## config.mk

```make
export PLATFORM = sky130hd
export DESIGN_NAME = rx_toe
export DESIGN_NICKNAME = d
export VERILOG_FILES = /design/src/rtl/rx_toe.sv
export SDC_FILE = /design/constraint.sdc
export NUM_CORES = 1
export LEC_CHECK = 0
export BUFFER_PORTS_ARGS = -buffer_cell sky130_fd_sc_hd__buf_2
export CAP_MARGIN = 20
export CORE_ASPECT_RATIO = 1.75
export CORE_MARGIN = 5
export CORE_UTILIZATION = 37
export CTS_BUF_LIST = sky130_fd_sc_hd__clkbuf_4 sky130_fd_sc_hd__clkbuf_8
export CTS_CLUSTER_DIAMETER = 80
export DETAILED_ROUTE_END_ITERATION = 10
export PLACE_DENSITY_LB_ADDON = 0.05
export SLEW_MARGIN = 0
export SYNTH_ARGS = -nofsm -noshare
export SYNTH_HDL_FRONTEND = slang
export SYNTH_SLANG_ARGS = --single-unit
export TNS_END_PERCENT = 5
```

## constraint.sdc

```tcl
create_clock -name clk -period 2.7 [get_ports clk]
set_clock_uncertainty 0.1 [all_clocks]
set_input_delay 0.405 -clock clk [delete_from_list [all_inputs] [get_ports clk]]
set_output_delay 0.405 -clock clk [all_outputs]
set_load 0.01 [all_outputs]
```

## src/rtl/rx_toe.sv

```systemverilog
// rx_toe: channel-filtered command frame parser for the TOE receive stream.
// Optional idle-timeout abort: define RX_TOE_TIMEOUT_EN.
module rx_toe #(
    parameter logic [2:0]  CHAN    = 3'd0,
    parameter logic [7:0]  HDR0    = 8'h55,
    parameter logic [7:0]  HDR1    = 8'hAA,
    parameter logic [15:0] TIMEOUT = 16'd1024
) (
    input  logic        clk,
    input  logic        rst_n,
    input  logic        rx,
    input  logic [7:0]  rx_data,
    input  logic [2:0]  rx_chan,
    output logic        rx_flag,
    output logic [7:0]  rx_type,
    output logic [15:0] rx_row,
    output logic [7:0]  rx_pic,
    output logic        err_pulse,
    output logic [7:0]  err_cnt,
    output logic        busy
);

    typedef enum logic [2:0] {
        S_IDLE, S_HDR1, S_TYPE, S_ROWH, S_ROWL, S_PIC, S_CSUM
    } state_t;

    state_t      state, state_n;
    logic [7:0]  acc, acc_n;
    logic [7:0]  sh_type, sh_type_n;
    logic [15:0] sh_row, sh_row_n;
    logic [7:0]  sh_pic, sh_pic_n;
    logic        flag_n, err_n;
    logic        take;
    logic        to_hit;

    assign take = rx && (rx_chan == CHAN);
    assign busy = (state != S_IDLE);

`ifdef RX_TOE_TIMEOUT_EN
    logic [15:0] tcnt;

    always_ff @(posedge clk) begin
        if (!rst_n)
            tcnt <= 16'd0;
        else if (take || state == S_IDLE)
            tcnt <= 16'd0;
        else
            tcnt <= tcnt + 16'd1;
    end

    assign to_hit = (state != S_IDLE) && (tcnt == TIMEOUT);
`else
    logic unused_to;
    assign unused_to = ^TIMEOUT;
    assign to_hit    = 1'b0;
`endif

    always_comb begin
        state_n   = state;
        acc_n     = acc;
        sh_type_n = sh_type;
        sh_row_n  = sh_row;
        sh_pic_n  = sh_pic;
        flag_n    = 1'b0;
        err_n     = 1'b0;
        // a timeout wins over a byte landing in the same cycle
        if (to_hit) begin
            state_n = S_IDLE;
            err_n   = 1'b1;
        end else if (take) begin
            unique case (state)
                S_IDLE: begin
                    if (rx_data == HDR0)
                        state_n = S_HDR1;
                end
                S_HDR1: begin
                    if (rx_data == HDR1)
                        state_n = S_TYPE;
                    else if (rx_data != HDR0)
                        state_n = S_IDLE;
                end
                S_TYPE: begin
                    sh_type_n = rx_data;
                    acc_n     = rx_data;
                    state_n   = S_ROWH;
                end
                S_ROWH: begin
                    sh_row_n[15:8] = rx_data;
                    acc_n          = acc + rx_data;
                    state_n        = S_ROWL;
                end
                S_ROWL: begin
                    sh_row_n[7:0] = rx_data;
                    acc_n         = acc + rx_data;
                    state_n       = S_PIC;
                end
                S_PIC: begin
                    sh_pic_n = rx_data;
                    acc_n    = acc + rx_data;
                    state_n  = S_CSUM;
                end
                S_CSUM: begin
                    if (rx_data == acc)
                        flag_n = 1'b1;
                    else
                        err_n = 1'b1;
                    state_n = S_IDLE;
                end
                default: state_n = S_IDLE;
            endcase
        end
    end

    always_ff @(posedge clk) begin
        if (!rst_n) begin
            state     <= S_IDLE;
            acc       <= 8'd0;
            sh_type   <= 8'd0;
            sh_row    <= 16'd0;
            sh_pic    <= 8'd0;
            rx_flag   <= 1'b0;
            err_pulse <= 1'b0;
            rx_type   <= 8'd0;
            rx_row    <= 16'd0;
            rx_pic    <= 8'd0;
            err_cnt   <= 8'd0;
        end else begin
            state     <= state_n;
            acc       <= acc_n;
            sh_type   <= sh_type_n;
            sh_row    <= sh_row_n;
            sh_pic    <= sh_pic_n;
            rx_flag   <= flag_n;
            err_pulse <= err_n;
            if (flag_n) begin
                rx_type <= sh_type;
                rx_row  <= sh_row;
                rx_pic  <= sh_pic;
            end
            if (err_n && err_cnt != 8'hFF)
                err_cnt <= err_cnt + 8'd1;
        end
    end

endmodule

```

* Yosys cells after proc, flatten, opt, wreduce, memory -nomap -nowiden
Cells that the tools add are included.
** Storage, ports and cells
- Register bits :: 85
- Bits of input ports :: 14
- Output and inout bits :: 43
- Logic and storage cells :: 51
** Cells by class
- Add/sub/neg operators :: 2
- Equality and inequality tests :: 13
- Multiplexer cells :: 11
- Reductions and logical operators :: 13
** Operator list (count)
- $pmux W3 S6 :: 1
- $pmux W8 S2 :: 1
- $reduce_and A2 Y1 :: 5
- $eq A3 B3 Y1 const B :: 3
- $mux W3 :: 3
- $add A8 B1 Y8 const B :: 1
- $add A8 B8 Y8 :: 1
- $eq A8 B7 Y1 const B :: 1
- $eq A8 B8 Y1 :: 1
- $eq A8 B8 Y1 const B :: 1
- $ne A8 B7 Y1 const B :: 1
- $ne A8 B8 Y1 const B :: 1
- $eq A3 B2 Y1 const B :: 2
- $logic_not A3 Y1 :: 2
- $mux W1 :: 6
- $eq A3 B1 Y1 const B :: 1
- $ne A3 B3 Y1 const B :: 1
- $reduce_and A3 Y1 :: 1
- $reduce_bool A3 Y1 :: 1
- $reduce_or A3 Y1 :: 1
- $logic_and A1 B1 Y1 :: 2
- $ne A2 B2 Y1 const B :: 1
- $reduce_bool A2 Y1 :: 1

* Depth between registers and ports, before layout
Gate-level depths: netlist of the first run.
- Word-level depth :: 5
- Gate-level depth with buffers :: 9
- Depth with buffers taken out :: 8

* Worst setup path after synthesis of the first run
No wires, ideal clock.
- Path kind :: input port to flip-flop
- From :: in rx_data[6]
- To :: reg rx_row[10]
- Arrival time :: 1948 ps
- Data required time :: 2529 ps
- Path slack :: 581 ps
- Stages on the path :: 9
- Buffers on the path :: 3
- Cell sequence :: ha_1 nor4_1 and3_1 buf_2 and2_1 buf_2 buf_2 nand2_1 a21oi_1
** Between the ends
- Word-level cells in the longest chain between the ends :: 4
** RTL lines
- start: declaration :: RTL line 12 : input logic [7:0] rx_data,
- $eq A8 B8 Y1 :: RTL line 103 : if (rx_data == acc)
- $mux W1 :: RTL line 103
- $mux W1 :: RTL line 71 : unique case (state)
- $mux W1 :: RTL line 70 : end else if (take) begin
- end signal: assignment :: RTL line 137 : rx_row <= sh_row;
- end: declaration :: RTL line 16 : output logic [15:0] rx_row,
No other way between the ends.
A chain may end at the register's enable or synchronous reset.

* Worst setup path after layout of the first run
- From :: reg acc[1]
- To :: reg acc[7]
** Between the ends
- Word-level cells in the longest chain between the ends :: 2
** RTL lines
- start: declaration :: RTL line 28 : logic [7:0] acc, acc_n;
- start signal: assignment :: RTL line 129 : acc <= acc_n;
- $add A8 B8 Y8 :: RTL line 89, 94, 99
- $pmux W8 S2 :: RTL line 71
No other way between the ends.

==> results of run 1 <==
[state kept, by name, indices dropped and copies added, names as in the netlist]
name	count
rx_flag	1
sh_type	8
rx_pic	8
acc	8
state	3
err_pulse	1
sh_row	16
rx_row	16
rx_type	8
err_cnt	8
sh_pic	8
[area by class of cell]
| cell class | instances | area share |
|---|---|---|
| clock buffers | 12 | 0.0353 |
| clock inverters | 4 | 0.0127 |
| inverters | 4 | 0.00348 |
| multi-input cells | 309 | 0.430 |
| flip-flops and latches | 85 | 0.394 |
| well taps | 125 | 0.0362 |
| repair buffers | 66 | 0.0881 |
[worst paths after layout]
path | end | slack (ps) | cells past startpoint
worst max register to register | acc[7]$_SDFFE_PN0P_ | 560 | 6
worst min register to register | rx_type[4]$_SDFFE_PN0P_ | 350 | 2
worst min-delay path | sh_row[9]$_SDFFE_PN0P_ | 320 | 3
worst max-delay path | acc[7]$_SDFFE_PN0P_ | 560 | 6
[through the flow]
step | std cells | hold WS, ps | worst slack [ps]
after floorplan | 421 | 336 | 582
after global placement | 589 | 336 | 302
after detailed placement | 589 | 341 | 250
after CTS | 605 | 307 | 543
after global routing | 605 | 341 | 404
final | 605 | 319 | 556
[logic make-up after synthesis]
group | after synthesis | share of synthesized area
AND/OR/NAND/NOR | 177 | 0.230
flip-flops | 85 | 0.464
AO/OA/AOI/OAI | 83 | 0.136
multiplexers | 34 | 0.0927
buffers and inverters | 27 | 0.0303
adder cells (fa/ha/maj) | 9 | 0.0327
XOR/XNOR | 6 | 0.0143
[per-layer routing]
layer / GRT usage / vias to the layer above
met5: 0 / -
met4: 0.0651 / 0
met3: 0.0291 / 11
met2: 0.285 / 60
met1: 0.204 / 1434
li1: - / 1554
[power groups by stage]
stage	sequential, mW	clock [mW]	combinational [mW]
floorplan	1.28	0	0.0573
global placement	1.29	0	0.107
detailed placement	1.29	0	0.107
CTS	1.26	0.973	0.108
global route	1.26	1.03	0.117
finish	1.26	0.940	0.107
[critical path: cells and delay by family (launching register included)]
kind                     cells  cell delay, ps
AO/OA/AOI/OAI                4            1150
adder cells (fa/ha/maj)      1             310
XOR/XNOR                     1             150
flip-flops                   1             330
[synthesized netlist by cell type (6+ instances only)]
| master | n | share of area |
|---|---|---|
| nor2_1 | 52 | 0.053 |
| o21ai_0 | 12 | 0.016 |
| nand2_1 | 76 | 0.078 |
| buf_2 | 8 | 0.011 |
| mux2i_1 | 34 | 0.093 |
| nand3_1 | 6 | 0.0082 |
| dfxtp_1 | 85 | 0.46 |
| clkbuf_1 | 15 | 0.015 |
| ha_1 | 8 | 0.027 |
| a21oi_1 | 44 | 0.060 |
| a211oi_1 | 6 | 0.012 |
| nand2b_1 | 8 | 0.014 |
==> results.yml, run 1 <==
pwr:
  combPwrFrac: 0.046
  p_sw_uw: 534
  p_leak_nw: 1.75
  clkPwrFrac: 0.408
  swShare: 0.232
  p_per_area_nw_per_um2: 533
  power_mw: 2.30
  p_int_mw: 1.77
  p_seq_frac: 0.546
  vdd_drop_max_mv: 0.284
critical_path:
  cp_max_fo: 3
  cp_slowest_cell: "a211oi_1"
  worstPathRequired_ps: 2850
  start_kind: "flip-flop"
  end_kind: "flip-flop"
  cp.arrival_ps: 2300
  slowest_delay_ps: 340
  startpoint: "acc[1]$_SDFFE_PN0P_"
  worstSetupPathType: "flip-flop to flip-flop"
  r2r-start: "acc[1]$_SDFFE_PN0P_"
  crit_chain: "ha_1, a211oi_1, o21ai_0, a41o_1, xor2_1, a221oi_1"
placement:
  io_buffers: 56
  gp_congestion: 0.853
  dpl_cell_area_sq_um: 4110
  dp_hpwl_mm: 6.80
timing:
  rsz0062_at_grt: "no"
  fin_crit_ps: 2140
  finalHoldViolCount: 0
  slew_headroom: 0.560
  worst_pin_slew_ps: 650
  finalSetupViolCount: 0
  tns_ps: 0
  maxSlewViolCount: 0
  max_freq_mhz: 466
  fin_crit_sh: 0.794
die:
  io_pins: 57
  die_w_um: 85.3
  fp.dieArea_sq_um: 12100
  dieHeight_um: 142
  core_area_sq_um: 9790
  fp-row-count: 48
  initial_utilization: 0.375
global_routing:
  grt_pass1_wl_mm: 15.9
  grt_antenna_before_repair: 0
  grt_start_max_net_pins: 52
  overflow: 0
  grtUsageTotal: 0.166
  grt_pass1_vias: 3122
detailed_routing:
  wire_per_inst_um: 15.9
  wl_met3_um: 349
  wl_met1_mm: 4.26
  first_pass_iters: 5
  vias: 3059
  top_layer: "met4"
  drt_wl_total_mm: 9.61
  drc: 0
  ant_nets: 0
  avgViaCountPerCell: 5.06
  wl_met2_mm: 4.86
  detail_route.iter0.violations: 151
clocking:
  path_clk_slew_ps: 90
  cts_buffer_depth: 2
  cts_tree: "built"
  insertion_delay_ps: 350
  cts_root_buffer: "clkbuf_8"
  hold_buffers: 0
  postCtsSetupBuffers: 0
  ctsHtreeMaxLevel: 3
  post_cts_resized: 0
  cts_buffers: 9
  cts.sinks: 85
synth:
  synth_area_sq_um: 3670
  synthCells: 421
  yosys_warnings: 0
  syn_area_per_cell_sq_um: 8.72
  synth_fp_nets: 444
  synth.distinct_cells: 50
  postSynth.topFlopCell: "dfxtp_1"
  synth-seq-cells: 85
  synth-seq-area-share: 0.464
  synth_edf_count: 0
  synthArstFlopShare: 0
final_layout:
  regArea_sq_um: 1700
  post-route-util: 0.441
  drive_gt1_frac: 0.194
  num-fill-cells: 1026
  final_common_cell: "dfxtp_1"
  fin_area_sq_um: 4320
  area.growth.synth_to_final_pct: 17.7
  finalNetCount: 498
  final_cell_mix: "85 x dfxtp_1, 76 x nand2_1, 56 x buf_2, 52 x nor2_1, 44 x a21oi_1"
  antennaDiodeCount: 0
  multiInputGateArea_sq_um: 1860
worst_hold_path:
  worstHoldPathType: "input port to flip-flop"
  hold_start: "rx_data[1]"
flow_run:
  drv_cap: 0
status:
  status: "finished clean"
No activity file was read; power rests on OpenSTA's default activity.
==> inputs of run 2 (changes only) <==
==> constraint.sdc (replaced) <==
create_clock -name clk -period 1.78 [get_ports clk]
set_clock_uncertainty 0.1 [all_clocks]
set_input_delay 0.267 -clock clk [delete_from_list [all_inputs] [get_ports clk]]
set_output_delay 0.267 -clock clk [all_outputs]
set_load 0.01 [all_outputs]
==> run 2 against run 1 <==
  * The run now ends with negative setup slack left
  * Critical endpoint is now acc[6]$_SDFFE_PN0P_
  * Critical path depth is 2 higher
  * Wire length rose by 8.6%
  * Non-clock buffer count up 47
  * Cell count up 7.8%
  * First-iteration DRC count down 13%
  * Total power up 48%
  * Flip-flop and latch count unchanged
  * Largest power group unchanged
  * Register-to-register slack got worse by 700 ps
  * Global-route usage rose by 1.5 points
==> results.yml, run 2 (synthesis gave the netlist of run 1 again) <==
clocking:
  cts.sinks: 85
  path_clk_slew_ps: 100
  cts_root_buffer: "clkbuf_8"
  postCtsSetupBuffers: 0
  cts_tree: "built"
  cts_buffers: 9
  insertion_delay_ps: 370
  cts_buffer_depth: 2
  hold_buffers: 0
  ctsHtreeMaxLevel: 3
die:
  die_w_um: 85.3
  core_area_sq_um: 9790
  fp-row-count: 48
  dieHeight_um: 142
  fp.dieArea_sq_um: 12100
  io_pins: 57
  initial_utilization: 0.375
timing:
  maxSlewViolCount: 0
  hold_slack_ps: 178
  setup_slack_ps: -141
  fin_crit_sh: 1.08
  rsz0062_at_grt: "yes"
  fin_crit_ps: 1920
  worst_pin_slew_ps: 418
  slew_headroom: 0.721
  max_freq_mhz: 521
  finalHoldViolCount: 0
  finalSetupViolCount: 17
detailed_routing:
  vias: 3268
  first_pass_iters: 4
  drc: 0
  drt_wl_total_mm: 10.4
  ant_nets: 0
  detail_route.iter0.violations: 132
  avgViaCountPerCell: 5.01
  wire_per_inst_um: 16.0
critical_path:
  worstPathRequired_ps: 1950
  crit_chain: "ha_4, inv_2, fa_2, nor2b_4, o31a_1, o22ai_2, xor2_1, a221oi_2"
  cp_max_fo: 3
  cp_slowest_cell: "dfxtp_2"
  end_kind: "flip-flop"
  slowest_delay_ps: 360
  reg2reg_slack_ps: -140
  worstSetupPathType: "flip-flop to flip-flop"
  start_kind: "flip-flop"
  cp.arrival_ps: 2090
global_routing:
  grt_start_max_net_pins: 27
  grt_pass1_wl_mm: 17.1
  grtUsageTotal: 0.181
  grt_antenna_before_repair: 0
  overflow: 0
  grt_pass1_vias: 3224
status:
  status: "complete, but fails checks"
  violations: "negative setup slack"
flow_run:
  drv_cap: 0
placement:
  io_buffers: 56
  gp_congestion: 0.808
  dpl_cell_area_sq_um: 4560
  post-place-cells: 636
  dp_hpwl_mm: 7.66
final_layout:
  reg_top3: "rx_row (16), sh_row (16)"
  final_cells: 652
  fin_area_sq_um: 4960
  finalNetCount: 545
  final_cell_mix: "78 x dfxtp_1, 76 x nand2_1, 55 x buf_2, 52 x nor2_1, 50 x buf_4"
  area.growth.synth_to_final_pct: 35.1
  antennaDiodeCount: 0
  drive_gt1_frac: 0.349
  final_common_cell: "dfxtp_1"
pwr:
  p_per_area_nw_per_um2: 689
  power_mw: 3.42
  vdd_drop_max_mv: 0.515
  p_leak_nw: 2.01
worst_hold_path:
  worstHoldPathType: "input port to flip-flop"
## run 2: cell type report
type                    count  area, sq um
fillers                   979         4830
multi-input cells         309         2110
flip-flops and latches     85         1710
repair buffers            113          793
well taps                 125          156
clock buffers              10          131
clock inverters             6         47.5
inverters                   4         15.0
## run 2: worst paths after layout
kind,endpoint,depth (start not counted),startpoint
min reg2reg,rx_row[8]$_SDFFE_PN0P_,2,rx_row[8]$_SDFFE_PN0P_
min,acc[2]$_SDFFE_PN0P_,2,rst_n
max,acc[6]$_SDFFE_PN0P_,8,acc[0]$_SDFFE_PN0P_
max reg2reg,acc[6]$_SDFFE_PN0P_,8,acc[0]$_SDFFE_PN0P_
## run 2: timing repair
| action | in CTS | in global routing |
|---|---|---|
| endpoints found under the setup margin | 42 | 47 |
| resized for setup | 23 | 23 |
| pin swaps | 9 | 18 |
## run 2: metal layers
layer | vias up | track usage | share of wire
met5 | - | 0 | 0
met4 | 0 | 0.0776 | 0.025
met3 | 15 | 0.0273 | 0.029
met2 | 57 | 0.318 | 0.53
met1 | 1545 | 0.216 | 0.42
li1 | 1651 | - | -
## run 2: critical path: cells and delay by family (launching register included)
kind            cells  cell delay (ps)
flops               1              360
compound gates      3              520
xor+xnor            1              160
buf+inv             1               40
fa+ha+maj           2              520
simple gates        1              150
## run 2: power breakdown
part           switching, mW  leakage [nW]  total (mW)  internal [mW]
registers            0.00165         0.688        1.90           1.90
logic                  0.134          1.23       0.230         0.0961
clock network          0.751        0.0907        1.29          0.536
## run 2: per-stage QoR
step | TNS (ps) | setup WS [ps] | util
after floorplan | -821 | -29.2 | -
after global placement | -7050 | -320 | 0.466
after detailed placement | -9800 | -343 | 0.466
after CTS | -609 | -197 | 0.498
after global routing | -3580 | -221 | 0.507
final | -473 | -141 | 0.507
